[src/rtl/bnn_feed_ctrl.sv]
// bnn_feed_ctrl: sequences one layer-row job for a binary NN array. It buffers
//   O_CH host weights, bursts them into the array, clears the psums, streams
//   activations, waits for the array pipeline to drain, then pops O_CH rows.
// Latency: accepted activation -> data_out/in_valid_out one cycle later;
//   pop cycle k -> m_sum_out/m_ch_out/m_valid_out one cycle later.
// Backpressure: s_ready_out is high only while filling weights or feeding
//   activations. The array strobes and m_* outputs cannot be stalled.
//
// Optional feature: define FEED_CTRL_WEIGHT_REUSE_EN to add reuse_weight_in.
//   A job started with reuse_weight_in=1 skips the weight fill and burst and
//   keeps the weights already held in the array.
//
// Ports:
//   clk_in, rst_in            clock; asynchronous active-high reset
//   start_in, num_act_in      job start and its activation count (latched)
//   reuse_weight_in           (optional) skip the weight load for this job
//   s_data_in/_valid_in/_ready_out   host weight/activation stream
//   data_out, load_weight_out, in_valid_out, pop_out, array_rst_n_out
//                             registered array-side controls
//   array_sum_in              sign bits read from the array while popping
//   m_sum_out, m_ch_out, m_valid_out  captured sign bits and their channel
//   busy_out, done_out        job active; one-cycle pulse at job end
module bnn_feed_ctrl #(
  parameter int O_CH           = 64,
  parameter int OUT_ROW_LENGTH = 4,
  parameter int DRAIN_CYCLES   = 66
) (
  input  logic                      clk_in,
  input  logic                      rst_in,
  input  logic                      start_in,
`ifdef FEED_CTRL_WEIGHT_REUSE_EN
  input  logic                      reuse_weight_in,
`endif
  input  logic [7:0]                num_act_in,
  input  logic [8:0]                s_data_in,
  input  logic                      s_valid_in,
  output logic                      s_ready_out,
  output logic [8:0]                data_out,
  output logic                      load_weight_out,
  output logic                      in_valid_out,
  output logic                      pop_out,
  output logic                      array_rst_n_out,
  input  logic [OUT_ROW_LENGTH-1:0] array_sum_in,
  output logic [OUT_ROW_LENGTH-1:0] m_sum_out,
  output logic [5:0]                m_ch_out,
  output logic                      m_valid_out,
  output logic                      busy_out,
  output logic                      done_out
);

  localparam int CW = $clog2(O_CH + 1);
  localparam int IW = (O_CH > 1) ? $clog2(O_CH) : 1;
  localparam int DW = $clog2(DRAIN_CYCLES + 2);

  localparam logic [CW-1:0] C_ONE     = CW'(1);
  localparam logic [CW-1:0] LAST_IDX  = CW'(O_CH - 1);
  localparam logic [CW-1:0] FULL_IDX  = CW'(O_CH);
  localparam logic [DW-1:0] D_ONE     = DW'(1);
  localparam logic [DW-1:0] DRAIN_END = DW'(DRAIN_CYCLES);

  typedef enum logic [2:0] {
    IDLE,
    W_FILL,
    W_BURST,
    CLEAR,
    FEED,
    DRAIN,
    POP
  } state_t;

  state_t        state;
  logic [CW-1:0] idx;        // fill write pointer, then burst read pointer
  logic [CW-1:0] k;          // pop index
  logic [7:0]    num_act;
  logic [7:0]    act_cnt;
  logic [DW-1:0] drain_cnt;
  logic [8:0]    wbuf [O_CH];

  logic          accept;
  logic [8:0]    first_w;

  assign accept = s_valid_in & s_ready_out;

  // The burst starts on the same edge that writes the last entry; with a
  // single-entry buffer that entry is the word on the bus right now.
  assign first_w = (O_CH == 1) ? s_data_in : wbuf[0];

  // Weight storage needs no reset: every job that reads it refills it first.
  always_ff @(posedge clk_in) begin
    if (state == W_FILL && accept) begin
      wbuf[idx[IW-1:0]] <= s_data_in;
    end
  end

  always_ff @(posedge clk_in or posedge rst_in) begin
    if (rst_in) begin
      state           <= IDLE;
      idx             <= '0;
      k               <= '0;
      num_act         <= '0;
      act_cnt         <= '0;
      drain_cnt       <= '0;
      s_ready_out     <= 1'b0;
      data_out        <= '0;
      load_weight_out <= 1'b0;
      in_valid_out    <= 1'b0;
      pop_out         <= 1'b0;
      array_rst_n_out <= 1'b0;
      m_sum_out       <= '0;
      m_ch_out        <= '0;
      m_valid_out     <= 1'b0;
      busy_out        <= 1'b0;
      done_out        <= 1'b0;
    end else begin
      // Strobes are single-cycle; each state re-asserts what it needs.
      data_out        <= '0;
      load_weight_out <= 1'b0;
      in_valid_out    <= 1'b0;
      pop_out         <= 1'b0;
      m_valid_out     <= 1'b0;
      done_out        <= 1'b0;
      array_rst_n_out <= 1'b1;

      case (state)
        IDLE: begin
          if (start_in) begin
            num_act  <= num_act_in;
            act_cnt  <= '0;
            busy_out <= 1'b1;
`ifdef FEED_CTRL_WEIGHT_REUSE_EN
            if (reuse_weight_in) begin
              state           <= CLEAR;
              array_rst_n_out <= 1'b0;
            end else begin
              state       <= W_FILL;
              s_ready_out <= 1'b1;
            end
`else
            state       <= W_FILL;
            s_ready_out <= 1'b1;
`endif
          end
        end

        W_FILL: begin
          if (accept) begin
            if (idx == LAST_IDX) begin
              s_ready_out     <= 1'b0;
              state           <= W_BURST;
              load_weight_out <= 1'b1;
              data_out        <= first_w;
              idx             <= C_ONE;
            end else begin
              idx <= idx + C_ONE;
            end
          end
        end

        W_BURST: begin
          if (idx == FULL_IDX) begin
            idx             <= '0;
            state           <= CLEAR;
            array_rst_n_out <= 1'b0;
          end else begin
            load_weight_out <= 1'b1;
            data_out        <= wbuf[idx[IW-1:0]];
            idx             <= idx + C_ONE;
          end
        end

        CLEAR: begin
          if (num_act == 8'd0) begin
            // No activations: the clear cycle is the last array activity,
            // so the cycle after it is already the first drain cycle.
            state     <= DRAIN;
            drain_cnt <= D_ONE;
          end else begin
            state       <= FEED;
            s_ready_out <= 1'b1;
          end
        end

        FEED: begin
          if (accept) begin
            in_valid_out <= 1'b1;
            data_out     <= s_data_in;
            act_cnt      <= act_cnt + 8'd1;
            if (act_cnt + 8'd1 == num_act) begin
              state       <= DRAIN;
              s_ready_out <= 1'b0;
              // The first DRAIN cycle carries the last in_valid_out and is
              // not counted as a drain cycle.
              drain_cnt   <= '0;
            end
          end
        end

        DRAIN: begin
          if (drain_cnt >= DRAIN_END) begin
            state     <= POP;
            pop_out   <= 1'b1;
            k         <= '0;
            drain_cnt <= '0;
          end else begin
            drain_cnt <= drain_cnt + D_ONE;
          end
        end

        POP: begin
          // array_sum_in belongs to the pop being issued this cycle.
          m_valid_out <= 1'b1;
          m_sum_out   <= array_sum_in;
          m_ch_out    <= 6'(k);
          if (k == LAST_IDX) begin
            state    <= IDLE;
            k        <= '0;
            idx      <= '0;
            act_cnt  <= '0;
            busy_out <= 1'b0;
            done_out <= 1'b1;
          end else begin
            k       <= k + C_ONE;
            pop_out <= 1'b1;
          end
        end

        default: begin
          state <= IDLE;
        end
      endcase
    end
  end

endmodule

[config.mk]
export PLATFORM = sky130hd
export DESIGN_NAME = bnn_feed_ctrl
export DESIGN_NICKNAME = d
export VERILOG_FILES = /design/src/rtl/bnn_feed_ctrl.sv
export SDC_FILE = /design/constraint.sdc
export NUM_CORES = 1
export LEC_CHECK = 0
export BUFFER_PORTS_ARGS = -buffer_cell sky130_fd_sc_hd__clkbuf_2
export CORE_MARGIN = 2
export CORE_UTILIZATION = 62
export CTS_CLUSTER_SIZE = 24
export DETAILED_ROUTE_END_ITERATION = 12
export PLACE_DENSITY_LB_ADDON = 0.05
export RECOVER_POWER = 100
export REMOVE_ABC_BUFFERS = 1
export SYNTH_ARGS = -nofsm -noshare
export SYNTH_HDL_FRONTEND = slang
export SYNTH_SLANG_ARGS = --single-unit
[constraint.sdc]
create_clock -name clk_in -period 2.8 [get_ports clk_in]
set_input_delay 0.14 -clock clk_in [delete_from_list [all_inputs] [get_ports clk_in]]
set_output_delay 0.14 -clock clk_in [all_outputs]
set_load 0.02 [all_outputs]
==> results by group, run 1 <==
Setup path
  – Worst Path Buf+Inv: 3
  – Crit path DAT: 3.02 ns
  – Worst r2r src: idx[0]$_DFFE_PP0P_
  – Internal reg-to-reg setup slack: 0.04 ns
  – CP max stage cell: nor2b_2
  – Delay-heaviest family, CP: simple AND/OR/NAND/NOR gates
  – FF-to-FF path depth: 6
  – Worst reg2reg endpoint: wbuf[49][2]$_DFFE_PP_
  – Req. time, crit path: 3.05 ns
  – CP dominant cell by count: clkbuf_2
  – CP peak stage delay: 0.76 ns
  – Setup crit start kind: register
  – Setup crit end kind: register
  – WS Path Type: register to register
  – CP Cell Sequence: nor2b_2, buf_4, nand3_1, clkbuf_2, nor2_1, clkbuf_2
  – Crit Path Max Fanout: 17

Die
  – Number of I/O pins: 52
  – Cell row count: 75
  – Core box area: 41,700 um^2
  – Die Ht: 209 um
  – Initial Util: 62.5%
  – Die area: 43,600 um^2
  – Die X: 209 um

Routing
  – Final wirelength: 74.6 mm
  – DR vias: 16,700
  – Mean number of vias per cell: 6.80
  – DRT Pass-1 Iters: 8
  – Routed wire length per instance: 30.4 um
  – Final ANT Viol Nets: 0
  – DRC errors left: 0
  – Starting DRT DRC Count: 2,445

Status
  – Status: finished with violations
  – Failing checks: max-capacitance violations, max-slew violations

Place
  – GP Congestion: 0.915
  – Post-DP HPWL: 48.5 mm
  – I/O Buffers: 51

Min path
  – WHS Path Cells: 4
  – Type of the worst min-delay path: input port to register
  – Hold EP: act_cnt[3]$_DFFE_PP0P_
  – Min-Delay Startpoint: s_valid_in

Global routing
  – Vias in the first global route: 16,500
  – First-pass GRT wire length: 109 mm
  – Total track usage: 34.7%
  – Initial antenna violation count: 3
  – Grt ovf: 0
  – Largest net degree at the start of global routing: 65

Cells and area
  – Nets@finish: 1,894
  – Fill cells: 2,818
  – Fraction of layout cells with a size suffix above 1: 18.5%
  – Post-layout util: 72.0%
  – Antenna diodes: 0
  – Layout overhead on the synthesized area: 15.3%

STA
  – Slew Viols, Final: 340
  – Slew headroom: -57.5%
  – Clock Skew: 0.0169 ns
  – Clock period minus worst slack: 2.76 ns
  – Hold_ws: 0.105 ns
  – Final Hold Fails: 0
  – Period utilization: 98.7%
  – FMAX: 362 MHz
  – Tightest Pin Transition: 2.36 ns
  – Count of final setup violators: 0

Logic synthesis
  – Synth Register Bits: 643
  – Synth Flop Type: edfxtp_1
  – Post-synthesis sequential area ratio: 72.9%
  – Post-Syn Instances: 1,633
  – Number of synthesized flops with an enable pin: 576
  – Post-Syn Area: 26,000 um^2
  – Synth async-reset ratio: 10.4%
  – Top cell type's share of synthesized area: 66.5%
  – Synth cell count leaders: edfxtp_1 (576), nor2_1 (107), nand2_1 (101), mux2i_1 (92), dfrtp_1 (67)
  – Unique masters post-synth: 81
  – Yosys warns: 0
  – Dominant cell type by area after synthesis: edfxtp_1
  – Top-count cell post-synth: edfxtp_1
  – Largest cells by area after synthesis: edfxtp_1 (66%), dfrtp_1 (6.4%), mux2i_1 (3.5%), mux2_2 (2.5%), mux4_2 (2.2%)
  – Syn avg cell area: 15.9 um^2

Clock network
  – Clock sink count: 643
  – Htree depth: 3
  – CTS Root Buffer Type: clkbuf_16
  – Worst skew pair latency: 0.60 ns
  – Maximum clock path buffer count: 3
  – Clock transition at the registers of the reported paths: 0.06 ns
  – TritonCTS clock tree: built
  – Num CTS Buffers: 66

Power
  – Total chip power: 27.3 mW
  – Logic pwr share: 28.1%
  – Switch Pwr: 8.69 mW
  – Reg power frac: 41.1%
  – Clock power frac: 30.8%
  – Pwr dens: 911 nW/um^2
  – LEAKAGE: 10.2 nW
  – Pint: 18.6 mW
  – Max VDD drop: 0.618 mV
  – Switching part of the total: 31.8%

Job
  – Maxcap violations: 8
power groups by stage:
stage | Combinational [mW] | Sequential (mW) | Clock, mW
2_1_floorplan | 3.78 | 12.0 | 0
3_3_place_gp | 7.42 | 11.4 | 0
3_5_place_dp | 7.50 | 11.4 | 0
4_1_cts | 7.57 | 11.2 | 8.48
5_1_grt | 8.01 | 11.3 | 8.83
6_report | 7.69 | 11.2 | 8.41
layout make-up:
| class | instances | area (um^2) | area share [%] |
|---|---|---|---|
| Tap cell | 539 | 674 | 2.25 |
| Multi-Input combinational cell | 875 | 6510 | 21.7 |
| Inverter | 14 | 53.8 | 0.179 |
| Clock inverter | 32 | 219 | 0.730 |
| Sequential cell | 643 | 19000 | 63.3 |
| Timing Repair Buffer | 263 | 1730 | 5.77 |
| Clock buffer | 85 | 1830 | 6.10 |
timing repair:
action,CTS,global route
resized for setup,0,1
setup buffers,0,0
endpoints found under the hold margin,69,0
hold buffers,14,0
endpoints found under the setup margin,0,1
worst max path at each step:
| stage | cells after the start | startpoint | slack [ns] | to |
|---|---|---|---|---|
| 3_3_place_gp | 8 | idx[1]$_DFFE_PP0P_ | 0.20 | data_out[7]$_DFF_PP0_ |
| 3_5_place_dp | 8 | idx[1]$_DFFE_PP0P_ | 0.23 | data_out[6]$_DFF_PP0_ |
| 5_1_grt | 7 | idx[2]$_DFFE_PP0P_ | -0.002 | data_out[6]$_DFF_PP0_ |
| 6_report | 6 | idx[0]$_DFFE_PP0P_ | 0.04 | wbuf[49][2]$_DFFE_PP_ |
| 4_1_cts | 8 | idx[1]$_DFFE_PP0P_ | 0.15 | data_out[6]$_DFF_PP0_ |
| 2_1_floorplan | 8 | idx[1]$_DFFE_PP0P_ | -3.93 | idx[2]$_DFFE_PP0P_ |
flip-flops by register name, summed over array words and instances, names as in the netlist, 4 cells and up:
| signal | cells |
|---|---|
| drain_cnt | 7 |
| num_act | 8 |
| idx | 7 |
| act_cnt | 8 |
| wbuf | 576 |
| data_out | 9 |
| k | 7 |
| m_sum_out | 4 |
| m_ch_out | 6 |
cells by family after synthesis:
| family | Yosys count | synth area share (%) |
|---|---|---|
| and+or+nand+nor | 331 | 5.99 |
| buffers and inverters | 115 | 2.05 |
| xor gates and xnor gates | 18 | 0.606 |
| adders and majority gates | 6 | 0.288 |
| AOI/OAI and AO/OA | 342 | 9.76 |
| DFF | 643 | 72.9 |
| muxes | 178 | 8.40 |
per-stage QoR:
| step | cells | setup TNS (ns) | instance area (um^2) | setup WS, ns |
|---|---|---|---|---|
| after CTS | 2450 | 0 | 30400 | 0.151 |
| after global routing | 2451 | -0.00246 | 30000 | -0.00246 |
| after floorplan | 1532 | -1860.41 | 25500 | -3.93 |
| final | 2451 | 0 | 30000 | 0.0369 |
| after detailed placement | 2319 | 0 | 28200 | 0.232 |
| after global placement | 2319 | 0 | 28200 | 0.202 |
worst min-delay path, stage by stage:
cell	delay, ns
clkbuf_2	0.14
nand3_1	0.13
buf_4	0.17
o31ai_1	0.07
cell usage in the layout, fill, tap and decap left out, types with 8 or more instances in the layout:
master and count:
buf_12 12, a221o_1 25, clkinv_1 17, a31oi_1 13, clkbuf_1 105, mux2i_1 92
nand2_1 101, mux4_2 26, mux2_2 59, a22oi_1 45, edfxtp_1 576, a22o_1 28
buf_4 86, a32oi_1 8, a221oi_1 36, dfrtp_1 64, dlygate4sd3_1 14, clkbuf_16 72
nor2_1 106, inv_1 12, nand3_1 32, clkinv_2 13, clkbuf_2 47, and3_1 10
o22ai_1 23, o21ai_0 50, a21oi_1 41, nor3_1 12, xnor2_1 11
per-layer routing:
| layer | part of all wire, % | global-route usage (%) |
|---|---|---|
| met1 | 38 | 48.2 |
| met2 | 46 | 52.8 |
| met3 | 11 | 8.48 |
| met4 | 4.9 | 15.8 |
| met5 | 0.015 | 0 |
(Power assumes the default switching activity.)
==> inputs of run 2 (changes only) <==
--- a/config.mk
+++ b/config.mk
@@ -5,12 +5,12 @@
 export SDC_FILE = /design/constraint.sdc
 export NUM_CORES = 1
 export LEC_CHECK = 0
+export ABC_AREA = 1
 export BUFFER_PORTS_ARGS = -buffer_cell sky130_fd_sc_hd__clkbuf_2
-export CORE_MARGIN = 2
-export CORE_UTILIZATION = 62
+export CORE_UTILIZATION = 63
 export CTS_CLUSTER_SIZE = 24
 export DETAILED_ROUTE_END_ITERATION = 12
-export PLACE_DENSITY_LB_ADDON = 0.05
+export PLACE_DENSITY_LB_ADDON = 0.25
 export RECOVER_POWER = 100
 export REMOVE_ABC_BUFFERS = 1
 export SYNTH_ARGS = -nofsm -noshare
==> results by group, run 2 <==
Status
  – Status: finished with violations
  – Failing checks: max-capacitance violations, max-slew violations

Routing
  – Final wirelength: 65.9 mm
  – DRC errors left: 0
  – DR vias: 19,000
  – Starting DRT DRC Count: 2,498
  – Routed wire length per instance: 20.4 um
  – Mean number of vias per cell: 5.89
  – Final ANT Viol Nets: 0
  – DRT Pass-1 Iters: 5

Power
  – Total chip power: 28.1 mW
  – LEAKAGE: 11.6 nW
  – Clock power frac: 29.6%
  – Reg power frac: 40.0%
  – Switching part of the total: 35.8%
  – Logic pwr share: 30.4%
  – Switch Pwr: 10.1 mW
  – Pwr dens: 932 nW/um^2
  – Max VDD drop: 0.761 mV
  – Pint: 18.1 mW

Logic synthesis
  – Post-Syn Instances: 2,511
  – Post-Syn Area: 27,100 um^2
  – Yosys warns: 0
  – Top-count cell post-synth: nand2_1
  – Post-synthesis xor/xnor area fraction: 0.323%
  – Post-synthesis sequential area ratio: 69.9%
  – Dominant cell type by area after synthesis: edfxtp_1
  – Synth Register Bits: 643
  – Fraction of synthesized area in multiplexers: 0.124%
  – Top cell type's share of synthesized area: 63.7%
  – Unique masters post-synth: 38
  – Largest cells by area after synthesis: edfxtp_1 (64%), nand2_1 (14%), dfrtp_1 (6.2%), a21oi_1 (4.5%), o21ai_1 (2.1%)
  – Synth cell count leaders: nand2_1 (1,038), edfxtp_1 (576), a21oi_1 (243), nor2_1 (120), o21ai_1 (114)
  – Adder-cell share of the synthesized area: 0.277%
  – Post-synthesis simple-gate area fraction: 17.7%
  – Compound-Gate Fraction of Synth Area: 7.67%
  – Largest family of logic cells by synthesized area: simple AND/OR/NAND/NOR gates
  – Syn avg cell area: 10.8 um^2
  – Synth async-reset ratio: 10.4%
  – Synth Flop Type: edfxtp_1
  – Number of synthesized flops with an enable pin: 576

Cells and area
  – Antenna diodes: 0
  – Layout overhead on the synthesized area: 11.2%
  – Nets@finish: 2,670
  – Fraction of layout cells with a size suffix above 1: 7.71%
  – Final Cell Area: 30,200 um^2
  – Max reg flops: 576
  – Most common cell after layout, fill and taps aside: nand2_1
  – Leading cell types in the layout, fill and taps excluded: nand2_1 (1,040), edfxtp_1 (576), a21oi_1 (243), nor2_1 (121), o21ai_1 (111)

Min path
  – Type of the worst min-delay path: input port to register
  – Min-Delay Startpoint: start_in
  – Hold EP: busy_out$_DFFE_PP0P_
  – WHS Path Cells: 6

Setup path
  – WS Path Type: register to register
  – Worst reg2reg endpoint: wbuf[10][4]$_DFFE_PP_
  – FF-to-FF path depth: 8
  – Internal reg-to-reg setup slack: 0.11 ns
  – CP Cell Sequence: nand2_1, nor2_1, nand2_1, inv_1, nand4_1, buf_2, nor2_1, clkbuf_4
  – Crit path DAT: 2.98 ns
  – CP peak stage delay: 0.51 ns
  – Req. time, crit path: 3.09 ns
  – Crit Path Max Fanout: 9
  – Setup crit start kind: register
  – Setup crit end kind: register
  – CP max stage cell: dfrtp_1
  – Worst r2r src: state[0]$_DFFE_PP0P_

STA
  – Clock period minus worst slack: 2.69 ns
  – Count of final setup violators: 0
  – Slew Viols, Final: 382
  – Period utilization: 96.1%
  – Clock Skew: 0.0211 ns
  – RSZ-0062 raised after global routing: no
  – FMAX: 372 MHz
  – Final Hold Fails: 0
  – Final Worst Setup Slack: 0.110 ns
  – Slew headroom: -73.1%
  – Tightest Pin Transition: 2.60 ns
  – Setup TNS: 0 ns

Die
  – Die Ht: 210 um
  – Core box area: 42,200 um^2
  – Initial Util: 64.3%
  – Die X: 210 um
  – Number of I/O pins: 52
  – Die area: 43,900 um^2
  – Cell row count: 75

Place
  – Post-DP HPWL: 39.8 mm
  – DP Worst Slack: 0.239 ns
  – Placed cell area: 28,400 um^2
  – GP Congestion: 0.896
  – I/O Buffers: 51

Global routing
  – Total track usage: 30.6%
  – Vias in the first global route: 18,200
  – Initial antenna violation count: 0
  – Largest net degree at the start of global routing: 113
  – Grt ovf: 0
  – First-pass GRT wire length: 102 mm

Clock network
  – Htree depth: 3
  – Clock transition at the registers of the reported paths: 0.06 ns
  – CTS resizes: 0
  – Worst skew pair latency: 0.59 ns
  – Num CTS Buffers: 66
  – CTS Root Buffer Type: clkbuf_16
  – TritonCTS clock tree: built
  – Maximum clock path buffer count: 3
  – Clock sink count: 643

Job
  – Maxcap violations: 9
## run 2: cell types whose count changed after synthesis, sizes merged, moves of 36 or more
cell	delta
o21ai	+102
mux2	-57
a22oi	-45
mux2i	-92
a21oi	+202
inv	+67
nand2	+946
a221oi	-36
## run 2: power groups by stage
stage / sequential [mW] / combinational (mW) / clock, mW
2_1_floorplan: 11.9 / 4.30 / 0
3_3_place_gp: 11.4 / 8.26 / 0
3_5_place_dp: 11.4 / 8.42 / 0
4_1_cts: 11.2 / 8.51 / 8.43
5_1_grt: 11.3 / 9.38 / 8.76
6_report: 11.3 / 8.55 / 8.33
## run 2: timing repair
item,CTS,global route
hold endpoints to repair,62,0
setup buffers,0,0
hold buffers,13,0
## run 2: stage by stage
| stage | util (%) | std cells | hold WS [ns] |
|---|---|---|---|
| 2_1_floorplan | - | 2389 | 0.239 |
| 3_3_place_gp | 67.2 | 3097 | 0.186 |
| 3_5_place_dp | 67.2 | 3097 | 0.193 |
| 4_1_cts | 72.2 | 3223 | 0.0258 |
| 5_1_grt | 71.5 | 3223 | 0.0782 |
| 6_report | 71.5 | 3223 | 0.0446 |
## run 2: per-layer routing
layer	wire length (um)	global-route usage, %	vias to the layer above
met1	26700	43.4	9135
li1	-	-	8756
met2	31500	48.7	953
met3	5420	4.35	147
met5	0	0	-
met4	2290	11.6	0
## run 2: layout make-up
| class | count | area [um^2] |
|---|---|---|
| well taps | 539 | 674 |
| clock buffers | 88 | 1800 |
| clock inverters | 25 | 216 |
| flip-flops and latches | 643 | 19000 |
| multi-input cells | 1664 | 7080 |
| inverters | 82 | 318 |
| fillers | 2951 | 12100 |
| repair buffers | 182 | 1110 |
## run 2: critical path, delay by kind of cell, from the launching register on
kind / cells / cell delay [ns]
buffers and inverters: 3 / 0.86
flip-flops: 1 / 0.51
AND/OR/NAND/NOR: 5 / 1.01
## run 2: logic make-up (layout without fill, tap and decap cells)
family / after synthesis / count (layout)
and+or+nand+nor: 1234 / 1234
AOI/OAI and AO/OA: 411 / 411
xor gates and xnor gates: 10 / 10
buffers and inverters: 204 / 377
adders and majority gates: 6 / 6
muxes: 3 / 3
DFF: 643 / 643
## run 2: worst max path at each step
stage | start | to | slack, ns | cells past startpoint
3_5_place_dp | idx[1]$_DFFE_PP0P_ | state[0]$_DFFE_PP0P_ | 0.24 | 11
6_report | state[0]$_DFFE_PP0P_ | wbuf[10][4]$_DFFE_PP_ | 0.11 | 8
3_3_place_gp | idx[1]$_DFFE_PP0P_ | state[0]$_DFFE_PP0P_ | 0.37 | 11
5_1_grt | state[0]$_DFFE_PP0P_ | wbuf[58][8]$_DFFE_PP_ | 0.03 | 8
4_1_cts | idx[1]$_DFFE_PP0P_ | state[0]$_DFFE_PP0P_ | 0.22 | 11
2_1_floorplan | idx[0]$_DFFE_PP0P_ | idx[2]$_DFFE_PP0P_ | -5.52 | 9
